===== config.mk =====
export PLATFORM = sky130hd
export DESIGN_NAME = bitslip_align_ctrl
export DESIGN_NICKNAME = d
export VERILOG_FILES = /design/src/rtl/adc_fe_pkg.sv /design/src/rtl/align_pattern_checker.sv /design/src/rtl/bitslip_align_ctrl.sv
export SDC_FILE = /design/constraint.sdc
export NUM_CORES = 1
export LEC_CHECK = 0
export BUFFER_PORTS_ARGS = -buffer_cell sky130_fd_sc_hd__buf_2
export CORE_MARGIN = 5
export CORE_UTILIZATION = 54
export DETAILED_ROUTE_END_ITERATION = 10
export GPL_TIMING_DRIVEN = 0
export PLACE_DENSITY = 0.76
export SYNTH_ARGS = -nofsm -noshare
export SYNTH_HDL_FRONTEND = slang
export SYNTH_SLANG_ARGS = --single-unit

===== constraint.sdc =====
create_clock -name dco_clk -period 2.1 [get_ports dco_clk]
set_input_delay 0.105 -clock dco_clk [delete_from_list [all_inputs] [get_ports dco_clk]]
set_output_delay 0.105 -clock dco_clk [all_outputs]
set_load 0.1 [all_outputs]

===== src/rtl/adc_fe_pkg.sv =====
// Shared front-end definitions: alignment FSM states, default training constants
// and a counter-width helper.
package adc_fe_pkg;

  typedef enum logic [2:0] {
    StIdle   = 3'd0,
    StSettle = 3'd1,
    StCheck  = 3'd2,
    StSlip   = 3'd3,
    StNext   = 3'd4,
    StDone   = 3'd5
  } align_state_e;

  localparam int unsigned ALIGN_SETTLE_CYCLES = 4;
  localparam int unsigned ALIGN_CHECK_CYCLES  = 8;
  localparam int unsigned ALIGN_MAX_SLIPS     = 3;

  localparam logic TRAIN_EXP_RISE = 1'b1;
  localparam logic TRAIN_EXP_FALL = 1'b0;

  // Width needed to hold 0..max_val, never narrower than one bit.
  function automatic int unsigned cnt_w(input int unsigned max_val);
    return (max_val < 1) ? 1 : $clog2(max_val + 1);
  endfunction

endpackage


===== src/rtl/align_pattern_checker.sv =====
// Compares the selected lane's rise/fall pair to the training pattern and counts
// consecutive matches; o_lock fires on the match that completes the run.
module align_pattern_checker
  import adc_fe_pkg::*;
#(
  parameter int unsigned CHECK_CYCLES = ALIGN_CHECK_CYCLES
) (
  input  logic dco_clk,
  input  logic rst,
  input  logic i_clear,
  input  logic i_en,
  input  logic i_rise,
  input  logic i_fall,
  input  logic i_exp_rise,
  input  logic i_exp_fall,
  output logic o_match,
  output logic o_lock
);

  localparam int unsigned CW = cnt_w(CHECK_CYCLES);

  logic [CW-1:0] r_cnt;
  logic          w_match;

  assign w_match = (i_rise == i_exp_rise) && (i_fall == i_exp_fall);
  assign o_match = w_match;
  assign o_lock  = i_en && w_match && (r_cnt == CW'(CHECK_CYCLES - 1));

  // A mismatch restarts the run so only consecutive matches count.
  always_ff @(posedge dco_clk or posedge rst) begin
    if (rst) begin
      r_cnt <= '0;
    end else if (i_clear) begin
      r_cnt <= '0;
    end else if (i_en) begin
      r_cnt <= w_match ? r_cnt + 1'b1 : '0;
    end
  end

endmodule


===== src/rtl/bitslip_align_ctrl.sv =====
// Training-phase sequencer: walks the lanes, checks each against the training
// pattern and issues single-cycle bitslip pulses until lock or retry exhaustion.
module bitslip_align_ctrl
  import adc_fe_pkg::*;
#(
  parameter int unsigned LANES         = 1,
  parameter int unsigned SETTLE_CYCLES = ALIGN_SETTLE_CYCLES,
  parameter int unsigned CHECK_CYCLES  = ALIGN_CHECK_CYCLES,
  parameter int unsigned MAX_SLIPS     = ALIGN_MAX_SLIPS,
  parameter logic        EXP_RISE      = TRAIN_EXP_RISE,
  parameter logic        EXP_FALL      = TRAIN_EXP_FALL
) (
  input  logic             dco_clk,
  input  logic             rst,
  input  logic             start,
  input  logic [LANES-1:0] out_rise,
  input  logic [LANES-1:0] out_fall,
  output logic [LANES-1:0] bitslip_pulse,
  output logic [LANES-1:0] lane_locked,
  output logic [LANES-1:0] lane_err,
  output logic             busy,
  output logic             done,
  output logic             fail
);

  localparam int unsigned LW  = cnt_w(LANES - 1);
  localparam int unsigned SW  = cnt_w(SETTLE_CYCLES);
  localparam int unsigned SLW = cnt_w(MAX_SLIPS);

  align_state_e     r_state;
  logic [LW-1:0]    r_lane;
  logic [SW-1:0]    r_settle_cnt;
  logic [SLW-1:0]   r_slip_cnt;
  logic [LANES-1:0] r_pulse;
  logic [LANES-1:0] r_locked;
  logic [LANES-1:0] r_err;
  logic             r_busy;
  logic             r_done;
  logic             r_fail;

  logic w_rise;
  logic w_fall;
  logic w_in_check;
  logic w_match;
  logic w_lock;

  assign w_rise     = out_rise[r_lane];
  assign w_fall     = out_fall[r_lane];
  assign w_in_check = (r_state == StCheck);

  align_pattern_checker #(
    .CHECK_CYCLES (CHECK_CYCLES)
  ) u_checker (
    .dco_clk    (dco_clk),
    .rst        (rst),
    .i_clear    (!w_in_check),
    .i_en       (w_in_check),
    .i_rise     (w_rise),
    .i_fall     (w_fall),
    .i_exp_rise (EXP_RISE),
    .i_exp_fall (EXP_FALL),
    .o_match    (w_match),
    .o_lock     (w_lock)
  );

  always_ff @(posedge dco_clk or posedge rst) begin
    if (rst) begin
      r_state      <= StIdle;
      r_lane       <= '0;
      r_settle_cnt <= '0;
      r_slip_cnt   <= '0;
      r_pulse      <= '0;
      r_locked     <= '0;
      r_err        <= '0;
      r_busy       <= 1'b0;
      r_done       <= 1'b0;
      r_fail       <= 1'b0;
    end else begin
      // Pulse is only ever set on the CHECK->SLIP edge, so it lasts one cycle.
      r_pulse <= '0;
      unique case (r_state)
        StIdle, StDone: begin
          if (start) begin
            r_locked     <= '0;
            r_err        <= '0;
            r_done       <= 1'b0;
            r_fail       <= 1'b0;
            r_busy       <= 1'b1;
            r_lane       <= '0;
            r_slip_cnt   <= '0;
            r_settle_cnt <= '0;
            r_state      <= StSettle;
          end
        end
        StSettle: begin
          r_settle_cnt <= r_settle_cnt + 1'b1;
          if (r_settle_cnt == SW'(SETTLE_CYCLES - 1)) begin
            r_state <= StCheck;
          end
        end
        StCheck: begin
          if (w_lock) begin
            r_locked[r_lane] <= 1'b1;
            r_state          <= StNext;
          end else if (!w_match) begin
            if (r_slip_cnt < SLW'(MAX_SLIPS)) begin
              r_pulse[r_lane] <= 1'b1;
              r_state         <= StSlip;
            end else begin
              r_err[r_lane] <= 1'b1;
              r_fail        <= 1'b1;
              r_state       <= StNext;
            end
          end
        end
        StSlip: begin
          r_slip_cnt   <= r_slip_cnt + 1'b1;
          r_settle_cnt <= '0;
          r_state      <= StSettle;
        end
        StNext: begin
          if (r_lane == LW'(LANES - 1)) begin
            r_busy  <= 1'b0;
            r_done  <= 1'b1;
            r_state <= StDone;
          end else begin
            r_lane       <= r_lane + 1'b1;
            r_slip_cnt   <= '0;
            r_settle_cnt <= '0;
            r_state      <= StSettle;
          end
        end
        default: r_state <= StIdle;
      endcase
    end
  end

  assign bitslip_pulse = r_pulse;
  assign lane_locked   = r_locked;
  assign lane_err      = r_err;
  assign busy          = r_busy;
  assign done          = r_done;
  assign fail          = r_fail;

endmodule


==> results of run 1 <==
==> registers in the layout (all words and copies together), names as in the netlist <==
register and flops:
lane_locked 1, u_checker.r_cnt 4, done 1, fail 1, r_state 3, r_settle_cnt 3, busy 1, r_slip_cnt 2
bitslip_pulse 1
==> path summary, 6_finish.rpt <==
check                      slack (ps)               start            endpoint  cells after the start
max                               550          r_state[2]          r_state[2]                      3
min                               180               start          r_state[2]                      3
max reg2reg                       550          r_state[2]          r_state[2]                      3
min reg2reg                       470  u_checker.r_cnt[0]  u_checker.r_cnt[0]                      1
max in group asynchronous        1260                 rst     r_settle_cnt[0]                      3
min in group asynchronous         430                 rst  u_checker.r_cnt[3]                      3
==> cells in the final DEF, fill, tap and decap left out, drive strengths merged, types with 4 or more instances in the layout <==
master and instances:
nand2 6, a21oi 6, dfrtp 17, buf 15
ha 4, nor2 7
==> metrics by stage <==
step | utilization (%) | hold slack, ps | total power [mW]
floorplan | - | 31.1 | 1.02
global placement | 63.1 | 214 | 1.12
detailed placement | 63.1 | 221 | 1.14
CTS | 65.6 | 180 | 1.31
global route | 65.6 | 189 | 1.41
finish | 65.6 | 178 | 1.30
==> power by group through the flow <==
| stage | registers [mW] | clock network [mW] | logic [mW] |
|---|---|---|---|
| floorplan | 0.599 | 0 | 0.417 |
| global placement | 0.495 | 0 | 0.623 |
| detailed placement | 0.499 | 0 | 0.641 |
| CTS | 0.493 | 0.176 | 0.643 |
| global route | 0.510 | 0.195 | 0.704 |
| finish | 0.495 | 0.173 | 0.634 |
==> layout make-up <==
class                      count  area (sq um)
buffer                         5          33.8
clock buffer                   3          22.5
multi-input combinational     64           437
inverter                       2          7.51
sequential                    17           425
timing repair buffer          11          60.1
fill                         132           531
clock inverter                 1          5.00
tap                           16          20.0
==> layer usage <==
metal	vias up	global-route usage [%]
met3	2	4.07
met4	0	3.83
met5	-	0
met2	22	19.8
li1	353	-
met1	319	22.3
==> repair_timing <==
| action | CTS | global route |
|---|---|---|
| buffers inserted | 0 | 0 |
| hold buffers | 1 | 0 |
| resized for setup | 0 | 0 |
| hold endpoints to repair | 17 | 0 |
==> critical path, delay by kind of cell, from the launching register on <==
kind / cells / cell delay (ps)
AO/OA/AOI/OAI: 1 / 310
flip-flops: 1 / 440
multiplexers: 1 / 370
AND/OR/NAND/NOR: 1 / 330
==> logic make-up after synthesis <==
logic type	count (synthesis)
AND/OR/NAND/NOR	37
AO/OA/AOI/OAI	20
flip-flops	17
buffers and inverters	7
adder cells (fa/ha/maj)	4
XOR/XNOR	2
multiplexers	1
==> reports/qor_table.md, run 1 <==
| Result | Value |
| --- | --- |
| Result of the run | completed |
| Instance area after placement | 973 sq um |
| Initial antenna violation count | 0 |
| Part of the power in registers | 38.0% |
| Drt via density | 5.85 |
| Mean post-synth cell area | 10.3 sq um |
| Final Critical Period | 1550 ps |
| Number of I/O port buffers | 10 |
| Post-Route Setup TNS | 0 ps |
| Die H | 50.9 um |
| Maximum resistive drop on vdd | 0.673 mV |
| Maximum clock rate | 0.644 GHz |
| Number of clock buffers inserted by TritonCTS | 3 |
| Met3 WL post-DR | 109 um |
| Detailed placer's ending HPWL | 1230 um |
| Final instance area | 1010 sq um |
| Crit-path slowest cell | dfrtp_1 |
| CTS H-tree depth | 1 |
| Power per standard cell area | 1290 nW/um^2 |
| Final count of negative-setup-slack endpoints | 0 |
| Count of antenna-violating nets left after detailed routing | 0 |
| Period utilization | 74.0% |
| Adder-cell share of the synthesized area | 5.54% |
| Xor/xnor share of the synthesized area | 1.94% |
| Layout area overhead | 11.9% |
| M1 WL | 791 um |
| Root Buffer | clkbuf_4 |
| Post-Place Cells | 114 |
| Worst relative slew slack | 58.5% |
| Sink count of the clock tree | 17 |
| Complex-gate fraction of the synthesized area | 15.2% |
| Number of slew-limit violations in the final report | 0 |
| Share of synthesized cell area in and, or, nand and nor gates | 24.4% |
| Main combinational cell family by area after synthesis | simple AND/OR/NAND/NOR gates |
| Most frequent cell after synthesis | dfrtp_1 |
| Width of the die | 50.9 um |
| WS Path Type | flip-flop to flip-flop |
| Internal power | 728 uW |
| Synthesized instance count | 88 |
| FFs w/ async S/R, synth | 100% |
| Crit path DAT | 1740 ps |
| Synth unique cells | 36 |
| EDFF count, synth | 0 |
| Clock-pin slew of the registers on the worst-case setup and hold paths | 100 ps |
| Area of the mapped netlist | 903 sq um |
| Cell Chain, Critical Path | nor4b_1, mux2_2, a221o_1 |
| Total of warnings raised by yosys | 0 |
| Routability congestion estimate from global placement | 0.756 |
| Pin count of the biggest net entering global routing | 18 |
| Via count of the first global-routing pass | 681 |
| First DRT Iteration DRCs | 10 |
| Congestion Overflow GR | 0 |
| Worst stage delay on the critical path | 440 ps |
| Number of design rule violations left after detail routing | 0 |
| Number of optimization iterations in the first detailed-route pass | 4 |
| Req. time, crit path | 2290 ps |
| Unrepaired setup endpoints after global routing | false |
| Min-delay worst type | input port to flip-flop |
| Endpoint kind of the worst setup timing path | flip-flop |
| Highest metal layer with signal wires | met4 |
| Maximum clock path buffer count | 2 |
| Largest area contributor in the synthesized netlist | dfrtp_1 |
| Diode count | 0 |
| Top cells by instance count after synthesis | dfrtp_1 (17), nor2_1 (7), a21oi_1 (6), nand2_1 (6), ha_1 (4) |
| Mux contribution to synthesized area | 1.25% |
| Clock tree from TritonCTS | done |
| Post-route worst setup slack | 547 ps |
| Global-route wire length before repair | 2970 um |
| Post-Layout Cell Count | 119 |
| Critical path startpoint category | flip-flop |
| Number of nets in the synthesized netlist | 97 |
| Primary flip-flop cell chosen by synthesis mapping | dfrtp_1 |
| Register bit total from synthesis | 17 |
| Proportion of power drawn by combinational gates | 48.7% |
| Sw power | 574 uW |
| Setup slack at placement | 553 ps |
| Switching share of power | 44.1% |
| CP max FO | 7 |
| WL/cell | 13.7 um |
| Area share of the largest cell type after synthesis | 47.1% |
| Total number of nets in the final design | 113 |
| Initial standard-cell utilization of the core | 58.6% |
| Sequential element share of the synthesized area | 47.1% |
| Transition time at the pin with the least slew margin | 622 ps |
| Layout cell share with drive strength beyond 1 | 22.3% |
| Global Route Usage Sum | 14.5% |
| Leakage power | 0.495 nW |
| Final WL | 1630 um |
| Number of maximum-capacitance violations | 0 |
| Number of failing hold endpoints at the final stage | 0 |
| Clk_skew | 9.79 ps |
| Core area | 1540 sq um |
| I/O pins | 11 |
| Vias after detailed routing | 696 |
| Worst-Skew Late Latency | 290 ps |
| Ranking of synthesized cells by area | dfrtp_1 (47%), ha_1 (5.5%), a21oi_1 (3.3%), nor2_1 (2.9%), a211oi_1 (2.5%) |
| Die area | 2590 sq um |
| Metal2 WL | 716 um |
| Clk network pwr share | 13.3% |
| Number of rows in the core area | 14 |
Note: power is estimated with default switching activity, not from simulation.
==> run 2, diff against run 1 <==
Settings changed: ABC_AREA from default to 1.
Clock period 2.1 ns to 1.54 ns, I/O delays scaled along.
==> run 2 against run 1 <==
Register-to-register slack worse by 340 ps. Maximum frequency up 16%. Core utilization down 0.56 points. Setup slack worse by 340 ps. Critical path depth up 5. Routed wire length down 3.8%. Synthesized area down 2.1%. Flip-flop and latch count unchanged. Die area down 1.7%. Via count up 0.43%. Critical path type unchanged. Critical endpoint is now r_state[0].
==> reports/qor_table.md, run 2 <==
| Result | Value |
| --- | --- |
| Number of rows in the core area | 14 |
| Synthesized instance count | 107 |
| Initial antenna violation count | 0 |
| Worst-Skew Late Latency | 280 ps |
| Clk network pwr share | 14.1% |
| Mean post-synth cell area | 8.27 sq um |
| Flip-flop count of the largest register after layout | 4 |
| Number of optimization iterations in the first detailed-route pass | 4 |
| Setup Buffers After CTS | 0 |
| Number of nets in the synthesized netlist | 116 |
| Final instance area | 991 sq um |
| Req. time, crit path | 1720 ps |
| Maximum clock rate | 0.748 GHz |
| Most common cell after layout, fill and taps aside | nand2_1 |
| Primary flip-flop cell chosen by synthesis mapping | dfrtp_1 |
| Final Critical Period | 1340 ps |
| Die area | 2550 sq um |
| Number of slew-limit violations in the final report | 0 |
| Post-Place Cells | 133 |
| Diode count | 0 |
| Most frequent cell after synthesis | nand2_1 |
| EDFF count, synth | 0 |
| Maximum resistive drop on vdd | 0.887 mV |
| FFs w/ async S/R, synth | 100% |
| Clock tree from TritonCTS | done |
| Reg with most FFs | u_checker.r_cnt |
| Part of the power in registers | 38.6% |
| Ranking of synthesized cells by area | dfrtp_1 (48%), nand2_1 (13%), ha_1 (5.7%), nand3_1 (5.7%), inv_1 (5.5%) |
| Endpoint kind of the worst setup timing path | flip-flop |
| Transition time at the pin with the least slew margin | 626 ps |
| Global-route wire length before repair | 2810 um |
| Maximum clock path buffer count | 2 |
| Synth unique cells | 19 |
| Die H | 50.5 um |
| Layout area overhead | 12.0% |
| Internal power | 868 uW |
| Top cells by instance count after synthesis | nand2_1 (31), dfrtp_1 (17), inv_1 (13), nand3_1 (10), nor2_1 (7) |
| Root Buffer | clkbuf_4 |
| Pin count of the biggest net entering global routing | 18 |
| Layout cell share with drive strength beyond 1 | 20.5% |
| CTS H-tree depth | 1 |
| Clk_skew | 4.93 ps |
| Post-Route Setup TNS | 0 ps |
| Register bit total from synthesis | 17 |
| Power per standard cell area | 1670 nW/um^2 |
| Number of I/O port buffers | 10 |
| Core area | 1520 sq um |
| Proportion of power drawn by combinational gates | 47.3% |
| Leakage power | 0.536 nW |
| Sequential element share of the synthesized area | 48.1% |
| Initial standard-cell utilization of the core | 58.0% |
| Period utilization | 86.9% |
| Area share of the largest cell type after synthesis | 48.1% |
| Number of clock buffers inserted by TritonCTS | 3 |
| Largest registers | u_checker.r_cnt (4), r_settle_cnt (3), r_state (3) |
| Number of failing hold endpoints at the final stage | 0 |
| Sink count of the clock tree | 17 |
| Number of maximum-capacitance violations | 0 |
| Min-delay worst type | input port to flip-flop |
| Global Route Usage Sum | 14.2% |
| I/O pins | 11 |
| Number of design rule violations left after detail routing | 0 |
| Largest area contributor in the synthesized netlist | dfrtp_1 |
| Unrepaired setup endpoints after global routing | false |
| Area of the mapped netlist | 885 sq um |
| Resized Gates After CTS | 0 |
| Routability congestion estimate from global placement | 0.819 |
| Highest-count cells in the layout ignoring fill and taps | nand2_1 (31), dfrtp_1 (17), inv_1 (13) |
| WS Path Type | flip-flop to flip-flop |
| Total of fill cells in the finished design | 128 |
| Via count of the first global-routing pass | 689 |
| Result of the run | completed |
| Width of the die | 50.5 um |
| WL/cell | 11.3 um |
| Congestion Overflow GR | 0 |
| Switching share of power | 47.5% |
| Post-Layout Cell Count | 138 |
| Instance area after placement | 955 sq um |
| Vias after detailed routing | 699 |
| Drt via density | 5.07 |
| Critical path startpoint category | flip-flop |
| CP max FO | 3 |
| Final count of negative-setup-slack endpoints | 0 |
| Detailed placer's ending HPWL | 1190 um |
| Total of warnings raised by yosys | 0 |
| Final WL | 1570 um |
| Count of antenna-violating nets left after detailed routing | 0 |
| Crit path DAT | 1520 ps |
| Total number of nets in the final design | 132 |
| Worst relative slew slack | 58.2% |
| Clock-pin slew of the registers on the worst-case setup and hold paths | 90 ps |
| Sw power | 786 uW |
| First DRT Iteration DRCs | 17 |
## run 2: power by group through the flow
stage | logic [mW] | clock network (mW) | registers, mW
3_3_place_gp | 0.759 | 0 | 0.637
2_1_floorplan | 0.515 | 0 | 0.764
5_1_grt | 0.879 | 0.272 | 0.651
4_1_cts | 0.786 | 0.241 | 0.635
3_5_place_dp | 0.781 | 0 | 0.644
6_report | 0.783 | 0.233 | 0.638
## run 2: layout make-up
type,instances,area [sq um],share of cell area [%]
sequential,17,425,42.9
timing repair buffer,11,60.1,6.06
inverter,14,52.6,5.30
multi-input combinational,75,399,40.3
tap,16,20.0,2.02
buffer,1,7.51,0.758
clock buffer,4,26.3,2.65
## run 2: kinds of logic (layout without fill, tap and decap cells)
family | after synthesis | count (layout) | synth area share (%)
and+or+nand+nor | 61 | 61 | 33.2
adders and majority gates | 4 | 4 | 5.66
buffers and inverters | 15 | 30 | 6.79
DFF | 17 | 17 | 48.1
AOI/OAI and AO/OA | 10 | 10 | 6.22
## run 2: timing repair
| item | in CTS | in global routing |
|---|---|---|
| endpoints found under the hold margin | 17 | 0 |
| hold buffers | 1 | 0 |
| setup endpoints to repair | 0 | 0 |
## run 2: final timing paths
path,startpoint,end,slack [ps],cells after the start
worst max register to register,u_checker.r_cnt[0],r_state[0],200,8
min in group asynchronous,rst,r_state[2],410,3
worst min register to register,u_checker.r_cnt[0],u_checker.r_cnt[0],470,1
max in group asynchronous,rst,u_checker.r_cnt[1],730,3
worst min-delay path,out_fall,u_checker.r_cnt[1],60,4
worst max-delay path,u_checker.r_cnt[0],r_state[0],200,8
## run 2: worst max-delay path, cell delays in order (launching register included)
cell and delay (ps):
dfrtp_1 390, ha_1 180, nand2_1 70, nor2_1 200, nand3_2 140, nand2_1 100
nand2_1 60, nand2_1 60, nand2_1 40
## run 2: layer usage
metal  GRT usage [%]  wire length [um]  up-vias
li1                -                 -      372
met1            16.9               731      311
met2            22.9               731       12
met3            3.85                76        4
met4            7.66                25        0
met5               0                 0        -
## run 2: through the flow
stage	hold WS [ps]	power, mW	util, %	worst slack (ps)
floorplan	3.07	1.28	-	123
global placement	184	1.40	62.6	263
detailed placement	192	1.42	62.6	230
CTS	57.7	1.66	65.0	207
global route	85.1	1.80	65.0	59.5
finish	65.0	1.65	65.0	202
==> run 3, diff against run 2 <==
Settings changed: ABC_CLOCK_PERIOD_IN_PS from default to 1540, PLACE_DENSITY 0.76 to 0.75, SYNTH_HIERARCHICAL from default to 1.
==> run 3 against run 2 <==
Setup slack lost 80 ps. Largest cell class is now multi-input combinational cells. Clock skew shrank 4.4 ps. Register-to-register slack lost 80 ps. Highest routed layer unchanged. Non-clock buffer count grew 5.
==> reports/qor_table.md, run 3 <==
| Result | Value |
| --- | --- |
| Result of the run | completed |
| Register bit total from synthesis | 17 |
| Number of failing hold endpoints at the final stage | 0 |
| Total number of nets in the final design | 171 |
| Switching share of power | 47.7% |
| Internal power | 917 uW |
| Routability congestion estimate from global placement | 0.825 |
| Number of optimization iterations in the first detailed-route pass | 4 |
| Top Family by Delay on Critical Path | simple AND/OR/NAND/NOR gates |
| CTS H-tree depth | 1 |
| Clk network pwr share | 13.5% |
| Core area | 1750 sq um |
| Proportion of power drawn by combinational gates | 50.1% |
| Number of cells on the critical path | 11 |
| Worst-Skew Late Latency | 290 ps |
| Min-delay worst type | input port to async pin |
| Tightest hold margin | 207 ps |
| Setup slack on the worst flop-to-flop path | 120 ps |
| Clk_skew | 0.513 ps |
| Vias after detailed routing | 907 |
| FFs w/ async S/R, synth | 100% |
| Period utilization | 92.0% |
| Layout cell share with drive strength beyond 1 | 27.3% |
| Endpoint kind of the worst setup timing path | flip-flop |
| Instance area after placement | 1110 sq um |
| Maximum clock path buffer count | 2 |
| Top cells by instance count after synthesis | nand2_1 (42), dfrtp_1 (17), inv_1 (15), nor2_1 (13), nand3_1 (9) |
| Global Route Usage Sum | 15.7% |
| Number of design rule violations left after detail routing | 0 |
| Primary flip-flop cell chosen by synthesis mapping | dfrtp_1 |
| Root Buffer | clkbuf_4 |
| First DRT Iteration DRCs | 17 |
| Sink count of the clock tree | 17 |
| Most used cell along the critical path | nand2_1 |
| Global-route wire length before repair | 3220 um |
| Flip-flop count of the largest register after layout | 4 |
| Clock tree from TritonCTS | done |
| EDFF count, synth | 0 |
| WL/cell | 10.4 um |
| Largest area contributor in the synthesized netlist | dfrtp_1 |
| Worst stage delay on the critical path | 430 ps |
| Post-route worst setup slack | 123 ps |
| Layout area overhead | 19.4% |
| Post-Place Cells | 176 |
| Sw power | 836 uW |
| Number of rows in the core area | 15 |
| Diode count | 0 |
| Cell Chain, Critical Path | inv_2, nand2_2, nor2_4, nand2_2, nor2_4, nor2_2, nand3_2, nand2_1, nor2_2, nand2_1, nand2_1 |
| Drt via density | 4.88 |
| Width of the die | 53.3 um |
| Maximum resistive drop on vdd | 0.867 mV |
| Req. time, crit path | 1770 ps |
| Die H | 53.3 um |
| Die area | 2840 sq um |
| Seq. cell area | 428 sq um |
| Post-Layout Cell Count | 186 |
| Most frequent cell after synthesis | nand2_1 |
| Number of maximum-capacitance violations | 0 |
| WS Path Type | flip-flop to flip-flop |
| Post-Route Setup TNS | 0 ps |
| Final count of negative-setup-slack endpoints | 0 |
| Congestion Overflow GR | 0 |
| Initial antenna violation count | 0 |
| Clock-pin slew of the registers on the worst-case setup and hold paths | 100 ps |
| Maximum clock rate | 0.706 GHz |
| Area taken by multi-input logic gates | 538 sq um |
| Synthesized instance count | 137 |
| Reg with most FFs | u_checker/r_cnt |
| Count of antenna-violating nets left after detailed routing | 0 |
| Power per standard cell area | 1450 nW/um^2 |
| Ranking of synthesized cells by area | dfrtp_1 (42%), nand2_1 (16%), inv_1 (5.6%), ha_1 (4.9%), nor2_1 (4.8%) |
| Setup slack at placement | -188 ps |
| Final Critical Period | 1420 ps |
| Crit-path slowest cell | dfrtp_2 |
| Via count of the first global-routing pass | 792 |
| Total of fill cells in the finished design | 153 |
| Synth unique cells | 23 |
| Worst reg2reg startpoint | r_state[2] |
| Area share of the largest cell type after synthesis | 42.0% |
| Number of clock buffers inserted by TritonCTS | 3 |
| Critical path startpoint category | flip-flop |
| Part of the power in registers | 36.4% |
| Logic depth of the worst register-to-register path | 11 |
| Final WL | 1930 um |
| Area of the mapped netlist | 1010 sq um |
| Buffers and inverters on the worst path | 1 |
| Highest-count cells in the layout ignoring fill and taps | nand2_1 (42), inv_1 (15), dfrtp_1 (15) |
| Total of warnings raised by yosys | 6 |
| I/O pins | 11 |
| Detailed placer's ending HPWL | 1460 um |
| Fin util | 69.2% |
| Number of I/O port buffers | 10 |
| Number of slew-limit violations in the final report | 0 |
| Largest registers | u_checker/r_cnt (4), r_settle_cnt (3), r_state (3) |
| Unrepaired setup endpoints after global routing | false |
| Crit path DAT | 1650 ps |
| Leakage power | 0.675 nW |
| Sequential element share of the synthesized area | 42.0% |
| Final instance area | 1210 sq um |
| Most common cell after layout, fill and taps aside | nand2_1 |
| Endpoint of the worst register-to-register path | r_state[2] |
| Mean post-synth cell area | 7.39 sq um |
| CP max FO | 4 |
| Initial standard-cell utilization of the core | 58.0% |
| Pin count of the biggest net entering global routing | 14 |
| Overall Power | 1.75 mW |
==> run 3: area by class of cell <==
class	count	area share (%)
clock buffer	3	1.86
timing repair buffer	16	8.07
clock inverter	1	0.414
multi-input combinational	102	44.5
inverter	21	6.52
sequential	17	35.4
tap	25	2.59
buffer	1	0.621
==> run 3: how the worst max path moves through the flow <==
stage,start,endpoint,slack (ps)
after floorplan,r_state[2],r_state[2],50
after global placement,r_state[2],r_state[0],-120
after detailed placement,r_state[2],r_state[0],-190
after CTS,r_state[2],r_state[0],40
after global routing,r_state[2],r_state[0],2
final,r_state[2],r_state[2],120
==> run 3: repair_timing <==
item / in CTS / in global routing
buffers inserted: 2 / 3
hold buffers: 1 / 0
endpoints found under the hold margin: 17 / 0
cloned: 0 / 0
endpoints found under the setup margin: 5 / 2
resized for setup: 3 / 4
pin swaps: 1 / 3
==> run 3: worst register-to-register path, cell delays in order, from the launching register on <==
cell     delay, ps
dfrtp_2        430
inv_2           70
nand2_2         70
nor2_4         100
nand2_2         80
nor2_4         170
nor2_2          70
nand3_2         90
nand2_1         60
nor2_2         110
nand2_1         50
nand2_1         50
==> run 3: metal layers <==
metal	wire, um	global-route usage, %	vias up	share of wire, %
li1	-	-	468	-
met1	933	21.1	415	48
met2	882	24.3	20	46
met3	89	2.54	4	4.6
met4	28	7.66	0	1.4
met5	0	0	-	0
==> run 3: logic make-up (layout without fill, tap and decap cells) <==
family / count (synthesis) / count (layout) / synth area share (%)
other cells: 2 / 6 / 0.742
fa+ha+maj: 4 / 4 / 4.94
buf+inv: 22 / 42 / 8.53
flops: 17 / 17 / 42.0
simple gates: 77 / 77 / 35.0
compound gates: 14 / 14 / 7.91
xor+xnor: 1 / 1 / 0.865
==> run 3: power by group through the flow <==
stage | sequential [mW] | combinational, mW | clock, mW
2_1_floorplan | 0.756 | 0.563 | 0
3_3_place_gp | 0.639 | 0.811 | 0
3_5_place_dp | 0.642 | 0.828 | 0
4_1_cts | 0.634 | 0.855 | 0.243
5_1_grt | 0.652 | 0.983 | 0.262
6_report | 0.638 | 0.878 | 0.237
